[config.mk]
export PLATFORM = sky130hd
export DESIGN_NAME = gl3_downscaler_nxm
export DESIGN_NICKNAME = d
export VERILOG_FILES = /design/src/rtl/gl3_video_pkg.sv /design/src/rtl/gl3_line_acc.sv /design/src/rtl/gl3_downscaler_nxm.sv
export SDC_FILE = /design/constraint.sdc
export NUM_CORES = 1
export LEC_CHECK = 0
export CAP_MARGIN = 20
export CORE_UTILIZATION = 50
export CTS_CLUSTER_SIZE = 28
export DETAILED_ROUTE_END_ITERATION = 8
export PLACE_DENSITY = 0.78
export SETUP_SLACK_MARGIN = 0.1
export SLEW_MARGIN = 20
export SYNTH_ARGS = -nofsm -noshare
export SYNTH_HDL_FRONTEND = slang
export SYNTH_HIERARCHICAL = 1
export SYNTH_SLANG_ARGS = --single-unit
[constraint.sdc]
create_clock -name clk -period 2.3 [get_ports clk]
set_clock_uncertainty 0.2 [all_clocks]
set_input_delay 0.23 -clock clk [delete_from_list [all_inputs] [get_ports clk]]
set_output_delay 0.23 -clock clk [all_outputs]
set_load 0.02 [all_outputs]
[src/rtl/gl3_video_pkg.sv]
// Shared types and width helpers for the gl3 video scaling blocks.
// Imported by the downscaler top and its line accumulator.
package gl3_video_pkg;

    typedef enum logic {
        GL3_DECIMATE = 1'b0,
        GL3_AVERAGE  = 1'b1
    } gl3_mode_e;

    function automatic int gl3_acc_width(
        input int d_width,
        input int h_log2,
        input int v_log2
    );
        return d_width + h_log2 + v_log2;
    endfunction

    function automatic int gl3_max1(input int v);
        return (v > 0) ? v : 1;
    endfunction

endpackage

[src/rtl/gl3_line_acc.sv]
// Per-column vertical accumulator: combinational read, synchronous write.
// The sum port is the read-modify-write result written back on wr_en.
module gl3_line_acc #(
    parameter int DEPTH   = 1024,
    parameter int A_WIDTH = 10,
    parameter int S_WIDTH = 10
) (
    input  logic               clk,
    input  logic               wr_en,
    input  logic               init,
    input  logic [A_WIDTH-1:0] addr,
    input  logic [S_WIDTH-1:0] add_val,
    output logic [S_WIDTH-1:0] sum
);

    logic [S_WIDTH-1:0] mem_q [DEPTH];
    logic [S_WIDTH-1:0] rd_data;

    // init discards stale contents, so the array never needs a reset
    always_comb begin
        rd_data = '0;
        if (!init && (32'(addr) < DEPTH)) begin
            rd_data = mem_q[addr];
        end
        sum = rd_data + add_val;
    end

    always_ff @(posedge clk) begin
        if (wr_en) begin
            mem_q[addr] <= sum;
        end
    end

endmodule

[src/rtl/gl3_downscaler_nxm.sv]
// Streaming H x V downscaler with decimate or block-average output.
// Blocks close every H pixels or on end of line; the V-th line emits.
module gl3_downscaler_nxm
    import gl3_video_pkg::*;
#(
    parameter int        D_WIDTH   = 8,
    parameter int        H_LOG2    = 1,
    parameter int        V_LOG2    = 1,
    parameter int        MAX_OUT_W = 1024,
    parameter gl3_mode_e MODE      = GL3_DECIMATE
) (
    input  logic               clk,
    input  logic               rst,
    input  logic [D_WIDTH-1:0] up_data,
    input  logic               up_valid,
    input  logic               up_tlast,
    input  logic               up_tuser,
    output logic               up_ready,
    output logic [D_WIDTH-1:0] down_data,
    output logic               down_valid,
    output logic               down_tlast,
    output logic               down_tuser,
    input  logic               down_ready,
    output logic               err_ovf
);

    localparam int PW = gl3_max1(H_LOG2);
    localparam int LW = gl3_max1(V_LOG2);
    localparam int CW = $clog2(MAX_OUT_W) + 1;
    localparam int AW = gl3_max1($clog2(MAX_OUT_W));
    localparam int HW = D_WIDTH + H_LOG2;
    localparam int SW = gl3_acc_width(D_WIDTH, H_LOG2, V_LOG2);
    localparam int SH = H_LOG2 + V_LOG2;

    localparam logic [PW-1:0] PX_LAST = PW'((1 << H_LOG2) - 1);
    localparam logic [LW-1:0] LN_LAST = LW'((1 << V_LOG2) - 1);
    localparam logic [CW-1:0] COL_MAX = CW'(MAX_OUT_W);

    logic [PW-1:0]      px_cnt_q, px_cnt_d, px_cur;
    logic [LW-1:0]      ln_cnt_q, ln_cnt_d, ln_cur;
    logic [CW-1:0]      col_q, col_d, col_cur;
    logic [HW-1:0]      h_acc_q, h_acc_d, h_acc_cur;
    logic               pend_q, pend_d, pend_cur;
    logic [D_WIDTH-1:0] data_q, data_d;
    logic               valid_q, valid_d;
    logic               last_q, last_d;
    logic               user_q, user_d;
    logic               err_q, err_d;

    logic               accept;
    logic               close;
    logic               emit;
    logic               in_range;
    logic               buf_init;
    logic               buf_we;
    logic [SW-1:0]      add_val;
    logic [SW-1:0]      blk_sum;
    logic [D_WIDTH-1:0] avg_val;

    assign up_ready   = ~valid_q | down_ready;
    assign down_data  = data_q;
    assign down_valid = valid_q;
    assign down_tlast = last_q;
    assign down_tuser = user_q;
    assign err_ovf    = err_q;

    // A start-of-frame beat is processed as if all counters were zero
    always_comb begin
        accept    = up_valid & up_ready;
        px_cur    = up_tuser ? '0 : px_cnt_q;
        ln_cur    = up_tuser ? '0 : ln_cnt_q;
        col_cur   = up_tuser ? '0 : col_q;
        h_acc_cur = up_tuser ? '0 : h_acc_q;
        pend_cur  = pend_q | (accept & up_tuser);
        close     = (px_cur == PX_LAST) | up_tlast;
        in_range  = col_cur < COL_MAX;
        emit      = accept & close & (ln_cur == LN_LAST);
        add_val   = SW'(h_acc_cur) + SW'(up_data);
        buf_init  = (ln_cur == '0) | ~in_range;
        buf_we    = accept & close & in_range & (MODE == GL3_AVERAGE);
        avg_val   = D_WIDTH'(blk_sum >> SH);
    end

    gl3_line_acc #(
        .DEPTH   (MAX_OUT_W),
        .A_WIDTH (AW),
        .S_WIDTH (SW)
    ) u_line_acc (
        .clk     (clk),
        .wr_en   (buf_we),
        .init    (buf_init),
        .addr    (col_cur[AW-1:0]),
        .add_val (add_val),
        .sum     (blk_sum)
    );

    always_comb begin
        px_cnt_d = px_cnt_q;
        ln_cnt_d = ln_cnt_q;
        col_d    = col_q;
        h_acc_d  = h_acc_q;
        pend_d   = pend_cur & ~emit;
        err_d    = accept & close & ~in_range;
        if (accept) begin
            ln_cnt_d = ln_cur;
            if (close) begin
                px_cnt_d = '0;
                h_acc_d  = '0;
                // saturate so an overlong line keeps reporting overflow
                col_d    = (col_cur >= COL_MAX) ? col_cur : col_cur + CW'(1);
            end else begin
                px_cnt_d = px_cur + PW'(1);
                h_acc_d  = add_val[HW-1:0];
                col_d    = col_cur;
            end
            if (up_tlast) begin
                col_d    = '0;
                ln_cnt_d = (ln_cur == LN_LAST) ? '0 : ln_cur + LW'(1);
            end
        end
    end

    always_comb begin
        data_d  = data_q;
        valid_d = valid_q;
        last_d  = last_q;
        user_d  = user_q;
        if (emit) begin
            valid_d = 1'b1;
            data_d  = (MODE == GL3_AVERAGE) ? avg_val : up_data;
            last_d  = up_tlast;
            user_d  = pend_cur;
        end else if (down_ready) begin
            valid_d = 1'b0;
        end
    end

    always_ff @(posedge clk or negedge rst) begin
        if (!rst) begin
            px_cnt_q <= '0;
            ln_cnt_q <= '0;
            col_q    <= '0;
            h_acc_q  <= '0;
            pend_q   <= 1'b0;
            data_q   <= '0;
            valid_q  <= 1'b0;
            last_q   <= 1'b0;
            user_q   <= 1'b0;
            err_q    <= 1'b0;
        end else begin
            px_cnt_q <= px_cnt_d;
            ln_cnt_q <= ln_cnt_d;
            col_q    <= col_d;
            h_acc_q  <= h_acc_d;
            pend_q   <= pend_d;
            data_q   <= data_d;
            valid_q  <= valid_d;
            last_q   <= last_d;
            user_q   <= user_d;
            err_q    <= err_d;
        end
    end

endmodule

==> results.txt <==
Synthesized area = 1305 sq um
# setup viols final = 0
Leakage = 0.7293 nW
Initial antenna violation count = 0
Syn_nets = 128
Crit path depth = 4
Worst slew margin = 72.56%
Final count of hold timing violations = 0
Slew at the pin closest to its max-slew limit = 0.4073 ns
Worst hold path type = input port to asynchronous set/reset pin
Synthesis-stage register bit count = 26
Crit Path Max Fanout = 5
Setup CP Type = input port to output port
Reg2reg path depth = 4
CTS Sinks = 26
Cell Area, Placed = 1653 sq um
Max-Cap Viols = 0
Netlist cell types = 37
R2R Setup Slk = 0.46 ns
Area leader, netlist = dfrtp_1
Vias in the first global route = 1,078
Syn-to-layout area delta = 28.38%
CP max-delay cell = clkdlybuf4s50_1
IO Count = 27
Final instance area = 1675 sq um
DP HPWL = 2.057 mm
CTS Hold Bufs = 0
Full die area = 2819 sq um
Slack of the critical path = 0.3007 ns
Mapped Cells = 113
Routed via count = 1,018
Die Width = 53.09 um
Post-CTS Setup Bufs = 0
First-pass GRT wire length = 4.740 mm
DRT Pass-1 Iters = 4
Post-Place Worst Slack = 0.1167 ns
Final Max Tran Viols = 0
CTS Buf Count = 3
Setup TNS = 0 ns
RR Startpoint = down_valid
Initial core utilization = 52.68%
Synthesis Warnings = 6
Crit end category = output port
CTS H-tree depth = 1
WL final = 2.784 mm
DR vias/cell = 5.719
Top cell family by delay on the critical path = buffers and inverters
Routed len/inst = 15.64 um
Synth top area share = 49.86%
Nets = 165
Worst path cell trace = clkdlybuf4s50_1, nand2b_4, buf_4, clkdlybuf4s50_1
Max clock buf depth = 2
Antenna-violating nets left = 0
Core ar. = 2477 sq um
Area contributors post-synth = dfrtp_1 (50%), mux2_4 (9.2%), o211ai_1 (4.0%)
Share of layout cells above drive strength 1 = 19.59%
Avg Cell Area, Syn = 11.55 sq um
Reg2reg end = down_tuser
Top_reg_cell synth = dfrtp_1
PD cells = 813.1 nW/um^2
Run status = complete, no violations
Fill cell count = 193
Fin crit share = 86.92%
RSZ-0062 raised after global routing = false
Largest net degree at the start of global routing = 27
Min Clock Period, post-route = 1.999 ns
Tot GR Track Use = 23.82%
# resized after CTS = 0
Most used cell, CP = clkdlybuf4s50_1
Most common cell in the netlist = dfrtp_1
Post-synth EDFFs = 0
Asr flop ratio synth = 100.0%
Root Driver = clkbuf_4
WP buf/inv = 3
Post-route DRC = 0
Clock transition at path regs = 0.13 ns
Worst Setup Start Kind = input port
CP peak stage delay = 0.60 ns
Synth top cells by count = dfrtp_1 (26), nand2_1 (11), mux2_4 (8)
Worst EP required = 1.87 ns
Worst-Skew Late Latency = 0.31 ns
Worst EP arrival = 1.57 ns
Die H = 53.09 um
# diodes = 0
# rows = 18
Post-synthesis sequential area ratio = 49.86%
CTS tree = built
Gpl congestion = 0.8498
IO Port Bufs = 26
Grt ovf = 0
Fmax = 500.2 MHz
Initial DRC count = 18
Max rail drop VDD = 0.0006732 V
cells in the final DEF, fill, tap and decap left out, types with 2 or more instances in the layout:
master	instances
dfrtp_1	26
clkdlybuf4s50_1	26
nand2_1	11
buf_4	10
mux2_4	8
o211ai_1	7
o21ai_0	6
nand3_1	5
or4_1	5
nor2_1	4
mux2_2	4
a22o_1	3
mux2i_1	3
clkbuf_4	3
nor2b_1	2
nand4b_1	2
nor3_1	2
inv_1	2
stage by stage:
step                utilization, %  hold slack, ns  total power, mW  std cells
floorplan                        -         -0.2656           0.9274        113
global placement             66.72          0.2824            1.178        175
detailed placement           66.72          0.2926            1.195        175
CTS                          67.63         0.07706            1.385        178
global route                 67.63         0.09992            1.443        178
finish                       67.63         0.07196            1.362        178
area by class of cell:
type | count | area (sq um) | area share (%)
flip-flops and latches | 26 | 650.6 | 38.83
multi-input cells | 81 | 621.8 | 37.12
repair buffers | 36 | 335.3 | 20.01
well taps | 30 | 37.54 | 2.240
clock buffers | 3 | 22.52 | 1.344
inverters | 2 | 7.507 | 0.4481
routing by layer:
layer / global-route usage [%] / routed length, um
met5: 0 / 0
met4: 10.09 / 12
met3: 2.874 / 148
met2: 39.45 / 1370
met1: 31.19 / 1253
sequential cells by signal (all words and copies together), names as in the netlist:
| signal | flops |
|---|---|
| px_cnt_q | 1 |
| pend_q | 1 |
| ln_cnt_q | 1 |
| down_data | 8 |
| down_tuser | 1 |
| err_ovf | 1 |
| down_valid | 1 |
| down_tlast | 1 |
| col_q | 11 |
how the worst max path moves through the flow:
stage,startpoint,to,slack [ns]
floorplan,down_valid,down_data[0],0.33
global placement,down_ready,down_data[6],0.14
detailed placement,up_tuser,col_q[3],0.12
CTS,down_valid,up_ready,0.29
global route,down_valid,up_ready,0.26
finish,down_ready,up_ready,0.30
report_power, final:
part	internal, mW	leakage, nW	switching, mW
Combinational	0.319	0.384	0.239
Clock	0.0612	0.0138	0.120
Sequential	0.562	0.332	0.0603
kinds of logic after synthesis:
| group | share of synthesized area (%) |
|---|---|
| AO/OA/AOI/OAI | 11.12 |
| adder cells (fa/ha/maj) | 0.9586 |
| flip-flops | 49.86 |
| buffers and inverters | 2.493 |
| multiplexers | 14.96 |
| AND/OR/NAND/NOR | 20.62 |
No activity file was read; power rests on OpenSTA's default activity.
